--- src/rtl/pipe_pkg.sv ---
// Shared encodings for the pipeline controller: redirect selects and FSM states.
package pipe_pkg;

  localparam logic [1:0] PC_SEQ    = 2'b00;
  localparam logic [1:0] PC_BRANCH = 2'b01;
  localparam logic [1:0] PC_TRAP   = 2'b10;

  typedef enum logic [1:0] {
    ST_RUN   = 2'd0,
    ST_DRAIN = 2'd1,
    ST_TRAP  = 2'd2
  } ctrl_state_t;

endpackage

--- src/rtl/hazard_detect.sv ---
// Load-use hazard: a used decode source matches the destination of a load
// that is still too early in the pipe to forward (stages 2..LD_STAGE).
module hazard_detect
  import pipe_pkg::*;
#(
  parameter int NSTAGE   = 5,
  parameter int REGW     = 5,
  parameter int LD_STAGE = 3
) (
  input  logic              i_de_v,
  input  logic [REGW-1:0]   i_rs1,
  input  logic              i_rs1_use,
  input  logic [REGW-1:0]   i_rs2,
  input  logic              i_rs2_use,
  input  logic [NSTAGE-1:0] i_stage_v,
  input  logic [NSTAGE-1:0] i_stage_we,
  input  logic [NSTAGE-1:0] i_stage_ld,
  input  logic [REGW-1:0]   i_stage_rd [NSTAGE],
  output logic              o_haz
);

  logic w_hit1;
  logic w_hit2;
  logic w_unused;

  always_comb begin
    w_hit1 = 1'b0;
    w_hit2 = 1'b0;
    for (int k = 2; k <= LD_STAGE; k++) begin
      // x0 is hardwired, so a load targeting it never blocks a reader
      if (i_stage_v[k] && i_stage_we[k] && i_stage_ld[k] && (i_stage_rd[k] != '0)) begin
        if (i_stage_rd[k] == i_rs1) w_hit1 = 1'b1;
        if (i_stage_rd[k] == i_rs2) w_hit2 = 1'b1;
      end
    end
  end

  always_comb begin
    w_unused = ^{i_stage_v, i_stage_we, i_stage_ld};
    for (int k = 0; k < NSTAGE; k++) w_unused = w_unused ^ (^i_stage_rd[k]);
  end

  assign o_haz = i_de_v & ((i_rs1_use & w_hit1) | (i_rs2_use & w_hit2));

endmodule

--- src/rtl/pipe_ctrl.sv ---
// Pipeline sequencing controller: per-stage valid/enable/kill, load-use stall,
// memory freeze, branch redirect, exception trap and interrupt drain FSM.
//   state | meaning
//   RUN   | normal issue
//   DRAIN | decode held, waiting for stages 2..NSTAGE-1 to empty
//   TRAP  | one-cycle trap entry, then back to RUN
module pipe_ctrl
  import pipe_pkg::*;
#(
  parameter int NSTAGE   = 5,
  parameter int REGW     = 5,
  parameter int BR_STAGE = 2,
  parameter int LD_STAGE = 3
) (
  input  logic              CLK,
  input  logic              RESET,
  input  logic              DE_V,
  input  logic [REGW-1:0]   DE_RS1,
  input  logic [REGW-1:0]   DE_RS2,
  input  logic              DE_RS1_USE,
  input  logic              DE_RS2_USE,
  input  logic [REGW-1:0]   DE_RD,
  input  logic              DE_RD_WE,
  input  logic              DE_IS_LOAD,
  input  logic              MEM_BUSY,
  input  logic              BR_TAKEN,
  input  logic              EXC,
  input  logic              INT_REQ,
  output logic [NSTAGE-1:0] STAGE_V,
  output logic [NSTAGE-1:0] STAGE_EN,
  output logic [NSTAGE-1:0] FLUSH,
  output logic [1:0]        PC_SEL,
  output logic              HAZ_STALL,
  output logic [1:0]        CTRL_STATE
);

  localparam bit BR_FREEZABLE = (BR_STAGE <= LD_STAGE);

  ctrl_state_t       r_state;
  logic [NSTAGE-1:0] r_v;
  logic [NSTAGE-1:0] r_we;
  logic [NSTAGE-1:0] r_ld;
  logic [REGW-1:0]   r_rd [NSTAGE];

  logic              w_haz;
  logic              w_exc;
  logic              w_br;
  logic              w_drained;
  logic              w_dtrap;
  logic              w_hold;
  logic [NSTAGE-1:0] w_en;
  logic [NSTAGE-1:0] w_flush;
  logic [NSTAGE-1:0] w_bubble;
  logic [NSTAGE-1:0] w_vin;
  logic [NSTAGE-1:0] w_wein;
  logic [NSTAGE-1:0] w_ldin;
  logic [REGW-1:0]   w_rdin [NSTAGE];

  hazard_detect #(
    .NSTAGE   (NSTAGE),
    .REGW     (REGW),
    .LD_STAGE (LD_STAGE)
  ) u_haz (
    .i_de_v     (DE_V),
    .i_rs1      (DE_RS1),
    .i_rs1_use  (DE_RS1_USE),
    .i_rs2      (DE_RS2),
    .i_rs2_use  (DE_RS2_USE),
    .i_stage_v  (r_v),
    .i_stage_we (r_we),
    .i_stage_ld (r_ld),
    .i_stage_rd (r_rd),
    .o_haz      (w_haz)
  );

  assign w_exc     = EXC & r_v[NSTAGE-1];
  assign w_br      = BR_TAKEN & r_v[BR_STAGE] & ~w_exc & ~(MEM_BUSY & BR_FREEZABLE);
  assign w_drained = ~|r_v[NSTAGE-1:2];
  assign w_dtrap   = (r_state == ST_DRAIN) & INT_REQ & w_drained & ~w_exc;
  assign w_hold    = w_haz | (r_state == ST_DRAIN);

  always_comb begin
    w_en    = '1;
    w_flush = '0;
    PC_SEL  = PC_SEQ;
    if (w_exc) begin
      w_flush = '1;
      PC_SEL  = PC_TRAP;
    end else begin
      if (MEM_BUSY) begin
        for (int k = 0; k <= LD_STAGE; k++) w_en[k] = 1'b0;
      end else if (w_hold) begin
        w_en[1:0] = 2'b00;
      end
      if (w_br) begin
        for (int k = 0; k < BR_STAGE; k++) w_flush[k] = 1'b1;
        PC_SEL = PC_BRANCH;
      end else if (w_dtrap) begin
        w_flush[1:0] = 2'b11;
        PC_SEL       = PC_TRAP;
      end
    end
    if (RESET) PC_SEL = PC_SEQ;
  end

  // A stage that advances while its upstream neighbour is held takes a bubble;
  // an instruction killed upstream must not slip into the next stage either.
  always_comb begin
    w_bubble = '0;
    w_vin    = '0;
    w_wein   = '0;
    w_ldin   = '0;
    for (int k = 0; k < NSTAGE; k++) w_rdin[k] = '0;
    w_vin[0] = 1'b1;
    w_vin[1] = r_v[0] & ~w_flush[0];
    w_vin[2] = r_v[1] & DE_V & ~w_flush[1];
    w_wein[2] = DE_RD_WE & w_vin[2];
    w_ldin[2] = DE_IS_LOAD & w_vin[2];
    w_rdin[2] = DE_RD;
    for (int k = 1; k < NSTAGE; k++) w_bubble[k] = w_en[k] & ~w_en[k-1];
    for (int k = 3; k < NSTAGE; k++) begin
      w_vin[k]  = r_v[k-1] & ~w_flush[k-1];
      w_wein[k] = r_we[k-1] & w_vin[k];
      w_ldin[k] = r_ld[k-1] & w_vin[k];
      w_rdin[k] = r_rd[k-1];
    end
  end

  always_ff @(posedge CLK) begin
    if (RESET) begin
      r_v  <= '0;
      r_we <= '0;
      r_ld <= '0;
      for (int k = 0; k < NSTAGE; k++) r_rd[k] <= '0;
    end else begin
      for (int k = 0; k < NSTAGE; k++) begin
        if (w_flush[k] || w_bubble[k]) begin
          r_v[k]  <= 1'b0;
          r_we[k] <= 1'b0;
          r_ld[k] <= 1'b0;
        end else if (w_en[k]) begin
          r_v[k]  <= w_vin[k];
          r_we[k] <= w_wein[k];
          r_ld[k] <= w_ldin[k];
          r_rd[k] <= w_rdin[k];
        end
      end
    end
  end

  always_ff @(posedge CLK) begin
    if (RESET) begin
      r_state <= ST_RUN;
    end else begin
      case (r_state)
        ST_RUN: begin
          if (w_exc)        r_state <= ST_TRAP;
          else if (INT_REQ) r_state <= ST_DRAIN;
        end
        ST_DRAIN: begin
          if (w_exc)          r_state <= ST_TRAP;
          else if (!INT_REQ)  r_state <= ST_RUN;
          else if (w_drained) r_state <= ST_TRAP;
        end
        ST_TRAP: begin
          if (w_exc) r_state <= ST_TRAP;
          else       r_state <= ST_RUN;
        end
        default: r_state <= ST_RUN;
      endcase
    end
  end

  assign STAGE_V    = r_v;
  assign STAGE_EN   = w_en;
  assign FLUSH      = w_flush;
  assign HAZ_STALL  = w_haz;
  assign CTRL_STATE = r_state;

endmodule

--- config.mk ---
export PLATFORM = sky130hd
export DESIGN_NAME = pipe_ctrl
export DESIGN_NICKNAME = d
export VERILOG_FILES = /design/src/rtl/pipe_pkg.sv /design/src/rtl/hazard_detect.sv /design/src/rtl/pipe_ctrl.sv
export SDC_FILE = /design/constraint.sdc
export NUM_CORES = 1
export LEC_CHECK = 0
export CORE_MARGIN = 3
export CORE_UTILIZATION = 30
export DETAILED_ROUTE_END_ITERATION = 8
export GPL_ROUTABILITY_DRIVEN = 0
export SLEW_MARGIN = 15
export SYNTH_ARGS = -nofsm -noshare
export SYNTH_HDL_FRONTEND = slang
export SYNTH_SLANG_ARGS = --single-unit
--- constraint.sdc ---
create_clock -name CLK -period 4.15 [get_ports CLK]
set_input_delay 0.83 -clock CLK [delete_from_list [all_inputs] [get_ports CLK]]
set_output_delay 0.83 -clock CLK [all_outputs]
set_load 0.1 [all_outputs]
==> results by group <==
Layout
  – Area grow syn2layout: 42.7%
  – # diodes: 0
  – # nets final: 215
  – Fillers: 360
  – Share of cells above drive strength 1: 12.2%

Pwr
  – Clock share of power: 26.7%
  – Comb power frac: 29.1%
  – Sw Ratio: 32.2%
  – PwrDens: 280 nW/um^2
  – Leakage power: about 0.67 nW
  – Total power: around 0.00050 W
  – P_sw: 0.000160 W
  – Internal power: 0.000337 W
  – Part of the power in registers: ~44%
  – Peak supply drop: 0.160 mV

STA
  – Final WS setup: slightly below 0.5 ns
  – Hold slack: 0.478 ns
  – Final Critical Period: roughly 3.7 ns
  – Crit share post-route: 88.4%
  – Setup-failing EPs final: 0
  – Clock skew: around 0.0042 ns
  – Slew headroom: 34.9%
  – Max frequency: 0.273 GHz
  – Slew Viols, Final: 0
  – RSZ-0062 raised after global routing: no
  – Setup TNS: 0 ns
  – Final hold vios: 0
  – Worst-Margin Slew: 0.973 ns

Placement
  – DP Wirelength: around 2.6 mm
  – Pre-CTS WS: 0.486 ns
  – Port Buf Inserts: 44

Die
  – CORE AREA: about 3800 um^2
  – FP Rows: 22
  – Die area: 4950 um^2
  – Die W: 70.4 um
  – Chip height: 70.4 um
  – Initial core utilization: 32.5%
  – IO Count: 46

Clock tree
  – Root Driver: clkbuf_8
  – Setup bufs post-CTS: 0
  – CTS tree: yes
  – Post_cts resized: 0
  – TritonCTS Buffers: 3
  – Clk_lat worst skew: ~0.26 ns
  – Clock Path Buffers: 2
  – Hold buffers post-CTS: 0
  – Htree depth: 1
  – CTS sink cnt: 21
  – CTS clk-pin slew, worst paths: 0.08 ns

Drt
  – Drt wl/cell: around 14 um
  – DRC viols: 0
  – Routed Wire Length: roughly 3.4 mm
  – Vias per cell: 5.02
  – Initial DRC count: 47
  – Routed vias: 1184
  – Drt pass-1 iters: 4
  – ANT nets after route: 0

GRT
  – Largest net degree at the start of global routing: 21
  – Initial antenna violation count: 0
  – Total Routing Usage GR: between 10 and 15%
  – Number of global-route vias before repair: 1199
  – First-pass GRT wire length: approximately 5.6 mm
  – Met2 usage: 23.9%
  – Grt ovf: 0
  – Global Route met1 Usage: ~17%
  – Gr busiest metal: met2
  – GR Layer Usage met3: 2.16%

Setup path
  – WP data arrival: 2.84 ns
  – CP required: 3.32 ns
  – Crit path capture type: output pin
  – Critical path startpoint category: input pin
  – CP max FO: 4
  – Setup CP Type: input pin to output pin

Synthesis
  – Syn Area/Cell: 8.17 um^2
  – Sequential share of the synthesized area: around 34%
  – Ys async rst share: 0%
  – Synthesized area: 1240 um^2
  – EDFF count, synth: 0
  – Yosys reg bits: 21
  – Synth unique cells: 36
  – Most used flip-flop cell after synthesis: dfxtp_1
  – Yosys warns: 0
  – Syn Inst Count: around 150
  – Syn nets: 178

Worst hold path
  – Hold WC Path Type: flop to flop

Run
  – Maximum Capacitance Violations: 0

Run status
  – Outcome: completed
layout by cell type (no fill, tap or decap), types with 3 or more instances in the layout:
master | netlist | final
nor2_1 | 10 | 10
a21oi_1 | 10 | 10
buf_12 | 0 | 7
nand3_1 | 5 | 5
xor2_1 | 6 | 6
clkbuf_8 | 0 | 3
xnor2_1 | 14 | 14
mux2i_1 | 7 | 7
nor4_1 | 4 | 4
nand2b_1 | 10 | 10
nand2_1 | 17 | 17
buf_4 | 7 | 7
inv_1 | 3 | 3
dfxtp_1 | 21 | 21
o21ai_0 | 5 | 5
clkdlybuf4s50_1 | 0 | 32
path summary, 6_finish.rpt:
| check | start | to | slack, ns | depth (start not counted) |
|---|---|---|---|---|
| hold reg to reg | CTRL_STATE[1] | CTRL_STATE[1] | 0.48 | 1 |
| hold / removal | CTRL_STATE[1] | CTRL_STATE[1] | 0.48 | 1 |
| setup / recovery | DE_RS2[3] | STAGE_EN[1] | 0.48 | 8 |
| setup reg to reg | r_rd[7] | r_rd[12] | 1.97 | 6 |
cells by family (layout without fill, tap and decap cells):
logic type,after synthesis,after routing,synth area share [%]
AO/OA/AOI/OAI,25,25,12.3
XOR/XNOR,20,20,14.1
buffers and inverters,18,54,8.26
flip-flops,21,21,33.8
multiplexers,7,7,5.64
other,1,1,0.302
AND/OR/NAND/NOR,60,60,25.6
cell type report:
| class | count | area (um^2) | area share (%) |
|---|---|---|---|
| Multi-Input combinational cell | 113 | 719 | 40.6 |
| Timing Repair Buffer | 46 | 513 | 28.9 |
| Sequential cell | 21 | 420 | 23.7 |
| Tap cell | 48 | 60.1 | 3.39 |
| Clock buffer | 4 | 45.0 | 2.54 |
| Inverter | 4 | 15.0 | 0.847 |
power by group through the flow:
stage	Clock (W)	Combinational [W]	Sequential [W]
after floorplan	0	0.0000789	0.000238
after global placement	0	0.000142	0.000224
after detailed placement	0	0.000145	0.000224
after CTS	0.000134	0.000145	0.000220
after global routing	0.000143	0.000153	0.000221
final	0.000133	0.000145	0.000220
cell usage after synthesis (2+ instances only):
library cell / n / area (um^2)
inv_1: 3 / 11.3
o22ai_1: 2 / 12.5
mux2i_1: 7 / 70.1
dfxtp_1: 21 / 420
o21ai_0: 5 / 25.0
clkbuf_1: 5 / 18.8
and3_1: 2 / 12.5
a21oi_1: 10 / 50.1
xor2_1: 6 / 52.6
nand2b_1: 10 / 62.6
buf_4: 7 / 52.6
xnor2_1: 14 / 123
or3b_2: 2 / 17.5
or4_1: 2 / 15.0
nand4_1: 2 / 12.5
nand3_1: 5 / 25.0
nor2_1: 10 / 37.5
nand2_1: 17 / 63.8
a31o_2: 2 / 17.5
nor4_1: 4 / 25.0
routing by layer:
metal / vias to the layer above / share of wire [%]
met5: - / 0
met4: 0 / 1.5
met3: 4 / 5.0
met2: 36 / 48
met1: 556 / 46
li1: 588 / -
through the flow:
| stage | utilization [%] | instance area, um^2 | std cells |
|---|---|---|---|
| CTS | 46.3 | 1770 | 236 |
| floorplan | - | 1240 | 152 |
| finish | 46.3 | 1770 | 236 |
| global placement | 45.2 | 1730 | 232 |
| detailed placement | 45.2 | 1730 | 232 |
| global route | 46.3 | 1770 | 236 |
sequential cells by signal, indices dropped and copies added, names as in the netlist:
signal,flops
STAGE_V,5
r_rd,10
CTRL_STATE,2
r_ld,2
r_we,2
critical path, stage by stage:
cell and delay, ns:
clkdlybuf4s50_1 0.51, xnor2_1 0.14, nand3_1 0.09, nor4_1 0.33, o211ai_2 0.18, a31oi_1 0.36
inv_1 0.18, buf_12 0.20
(Power assumes the default switching activity.)
==> edit 1, RTL diff (config.mk and constraints unchanged) <==
`BR_STAGE`: 2 -> 4.
--- a/src/rtl/pipe_ctrl.sv
+++ b/src/rtl/pipe_ctrl.sv
@@ -10,5 +10,5 @@
   parameter int NSTAGE   = 5,
   parameter int REGW     = 5,
-  parameter int BR_STAGE = 2,
+  parameter int BR_STAGE = 4,
   parameter int LD_STAGE = 3
 ) (
Formal check against the unedited RTL: not equivalent (Yosys sat finds a counterexample within 4 cycles, from zero or initial values and one cycle with RESET high).
==> edit 1 against the original RTL <==
Worst setup slack better by 280 ps; power is 1.6% lower; sequential cell count stayed put; count of clock-buffer cells in the layout stayed put; synthesized area is 1.7% lower; critical path depth is 1 lower; final area is 5.4% lower; non-clock buffer count is 1 lower; wire length is 8.7% lower; largest power group unchanged; highest routed layer unchanged.
==> edit 1: results (changes against the original RTL) <==
Synth Warn #=0 (unchanged); largest net degree at the start of global routing=22 (+4.8%); Post-synth top cells=dfxtp_1, xnor2_1, mux2i_1, nor2_1, nand2b_1; met1 wire length=1.46 mm (-5.5%); ranking of synthesized cells by area=dfxtp_1, xnor2_1, mux2i_1, nand2b_1, buf_4; clk slew on worst S/H paths=70 ps; CTS Buffer Depth=2 (unchanged); Worst Skew=7.13 ps (+2.90 ps); Setup Fix Bufs, Post-CTS=0 (unchanged); CTS root buffer=clkbuf_8; vias per std cell=4.88 (-2.7%); Filler cells=380 (+5.6%); Met3 Wirelength=224 µm (+33%); Leakage=0.654 nW (-2.3%); final WL=3.08 mm (-8.7%); vias in the first global route=1094 (-8.8%); H-tree lvl count=1 (unchanged); initial antenna violation count=0 (unchanged); sequential area share after synthesis=0.344 (+0.00589); Detail Placement HPWL=2.50 mm (-4.6%); share of cells above drive strength 1=0.117 (-0.00502); Worst-Margin Slew=971 ps (-1.91 ps); status=finished, final reports clean; Total GRT Usage=0.127 (-0.0143); DR iter-0 viols=48 (+2.1%); Num CTS Buffers=3 (unchanged); Max IR drop VDD=0.119 mV (-25%); library cells used by synthesis=37 (+2.8%); Top reg by flops=r_rd; post-synth net total=166 (-6.7%); Met2 Routed Length=1.39 mm (-14%); placed instance area=0.00163 mm² (-5.6%); first-pass GRT wire length=5.11 mm (-9.5%); Worst EP arrival=2560 ps (-280 ps); Multi-input gate area=718 µm² (-0.17%); layout net count=206 (-4.2%)
-- edit 1: worst paths after layout --
check | from | endpoint | slack [ps] | depth (start not counted)
worst max register to register | r_rd[13] | r_rd[13] | 2060 | 6
worst min-delay path | STAGE_V[0] | STAGE_V[1] | 490 | 2
worst max-delay path | DE_RS1[3] | STAGE_EN[1] | 760 | 7
worst min register to register | STAGE_V[0] | STAGE_V[1] | 490 | 2
-- edit 1: kinds of logic (layout without fill, tap and decap cells) --
logic type | count (synthesis) | after routing | share of synthesized area
simple gates | 57 | 57 | 0.250
flops | 21 | 21 | 0.344
xor+xnor | 20 | 20 | 0.143
compound gates | 16 | 16 | 0.101
buf+inv | 14 | 53 | 0.0676
mux | 11 | 11 | 0.0902
other cells | 1 | 1 | 0.00307
-- edit 1: final cells by class --
cell class,instances,area share
Multi-Input combinational cell,105,0.428
Sequential cell,21,0.251
Timing Repair Buffer,45,0.249
Tap cell,48,0.0358
Clock buffer,4,0.0269
Inverter,4,0.00896
-- edit 1: metal layers --
metal / GRT usage / vias up
met5: 0 / -
met4: 0.0383 / 0
met3: 0.0304 / 2
met2: 0.200 / 41
met1: 0.171 / 502
li1: - / 563
-- edit 1: metrics by stage --
stage / std cells / total power, W / setup WS (ps) / hold WS (ps)
floorplan: 140 / 0.000317 / 181 / 453
global placement: 223 / 0.000359 / 785 / 460
detailed placement: 223 / 0.000361 / 770 / 480
CTS: 227 / 0.000496 / 750 / 498
global route: 227 / 0.000510 / 625 / 525
finish: 227 / 0.000489 / 757 / 491
-- edit 1: where the power goes --
group / total, W / switching, W / leakage, nW / internal [W]
Combinational: 0.000136 / 0.0000812 / 0.460 / 0.0000548
Clock: 0.000133 / 0.0000651 / 0.0228 / 0.0000683
Sequential: 0.000220 / 0.0000107 / 0.171 / 0.000209
Total: 0.000489 / 0.000157 / 0.654 / 0.000332
-- edit 1: worst register-to-register path: stages (launching register included) --
cell and delay (ps):
dfxtp_1 380, or4_1 550, o21ai_2 150, nor4_1 90
o211ai_2 220, and4_1 410, mux2i_1 230
==> edit 2, RTL diff (same settings) <==
Without the edit above. Reset style: asynchronous (`RESET`), changed in 2 clocked blocks.
--- a/src/rtl/pipe_ctrl.sv
+++ b/src/rtl/pipe_ctrl.sv
@@ -127,5 +127,5 @@
   end
 
-  always_ff @(posedge CLK) begin
+  always_ff @(posedge CLK or posedge RESET) begin
     if (RESET) begin
       r_v  <= '0;
@@ -149,5 +149,5 @@
   end
 
-  always_ff @(posedge CLK) begin
+  always_ff @(posedge CLK or posedge RESET) begin
     if (RESET) begin
       r_state <= ST_RUN;
Behaviour: differs if RESET is asserted again (counterexample within 4 cycles, from zero or initial values and one cycle with RESET high); with RESET held inactive, the same outputs for 4 cycles.
==> edit 2 against the original RTL <==
Final cell count down 12%; worst setup slack better by 130 ps; via count down 16%; sequential cell count unchanged; wire length down 15%; maximum frequency up 3.6%; synthesized area up 5.0%; final area up 1.6%.
Power is not compared: it rests on default switching activity, and its combinational part moved more than twofold at a synthesized area within 25%.
==> edit 2: results (changes against the original RTL) <==
share of cells above drive strength 1=0.229 (+0.107); buffer share of cell area=0.249 (-0.0406); multi-input combinational area share=0.388 (-0.0180); met1 wire length=1.28 mm (-17%); Detail Placement HPWL=2.35 mm (-10%); WHS Endpoint=CTRL_STATE[1]; CP Launch Point=DE_RS1[3]; GRT met1 Usage=0.154 (-0.0197); Total GRT Usage=0.114 (-0.0277); ranking of synthesized cells by area=dfrtp_1, xor2_1, mux2_4, mux2_2, buf_4; count leader, synth=dfrtp_1; FF/Latch Area=526 µm² (+25%); library cells used by synthesis=29 (-19%); status=finished, final reports clean; ClkCell Share=0.0250 (-0.000388); FF-to-FF Start=r_rd[14]; worst reg-to-reg path cell count=5 (-1); post-synth net total=143 (-20%); fraction of registers with async set/reset=1.00 (+1.00); DR iter-0 viols=15 (-68%); nonclk buf count=44 (-4.3%); hold path start=CTRL_STATE[0]; grt met3 use=0.0277 (+0.00612); number of non-clock inverters in the layout=5 (+1); Post-synth top cells=dfrtp_1, xor2_1, nor2_1, nand2_1, buf_4; Worst EP arrival=2710 ps (-130 ps); first-pass GRT wire length=4.64 mm (-18%); Multi-In Gates=83 (-27%); Met2 Routed Length=1.40 mm (-13%); R2R Setup Slk=2030 ps (+60 ps)
==> edit 2: cell count changes in the layout (fill, tap and decap cells not counted), sizes merged, moves of 10 or more <==
cell	unedited run	this run
dfrtp	0	21
xor2	6	20
mux2	0	10
xnor2	14	0
dfxtp	21	0
nand2b	10	0
==> edit 2: through the flow <==
stage,utilization,cells,cell area [µm²],hold WS [ps],setup slack (ps)
floorplan,-,117,1310,498,98.6
global placement,0.430,203,1760,469,619
detailed placement,0.430,203,1760,491,608
CTS,0.441,207,1800,499,599
global route,0.441,207,1800,527,515
finish,0.441,207,1800,494,611
==> edit 2: cell families after synthesis <==
family | count (synthesis) | share of synthesized area
xor+xnor | 20 | 0.134
flops | 21 | 0.403
simple gates | 33 | 0.160
other cells | 1 | 0.00287
mux | 12 | 0.116
compound gates | 17 | 0.117
buf+inv | 13 | 0.0671
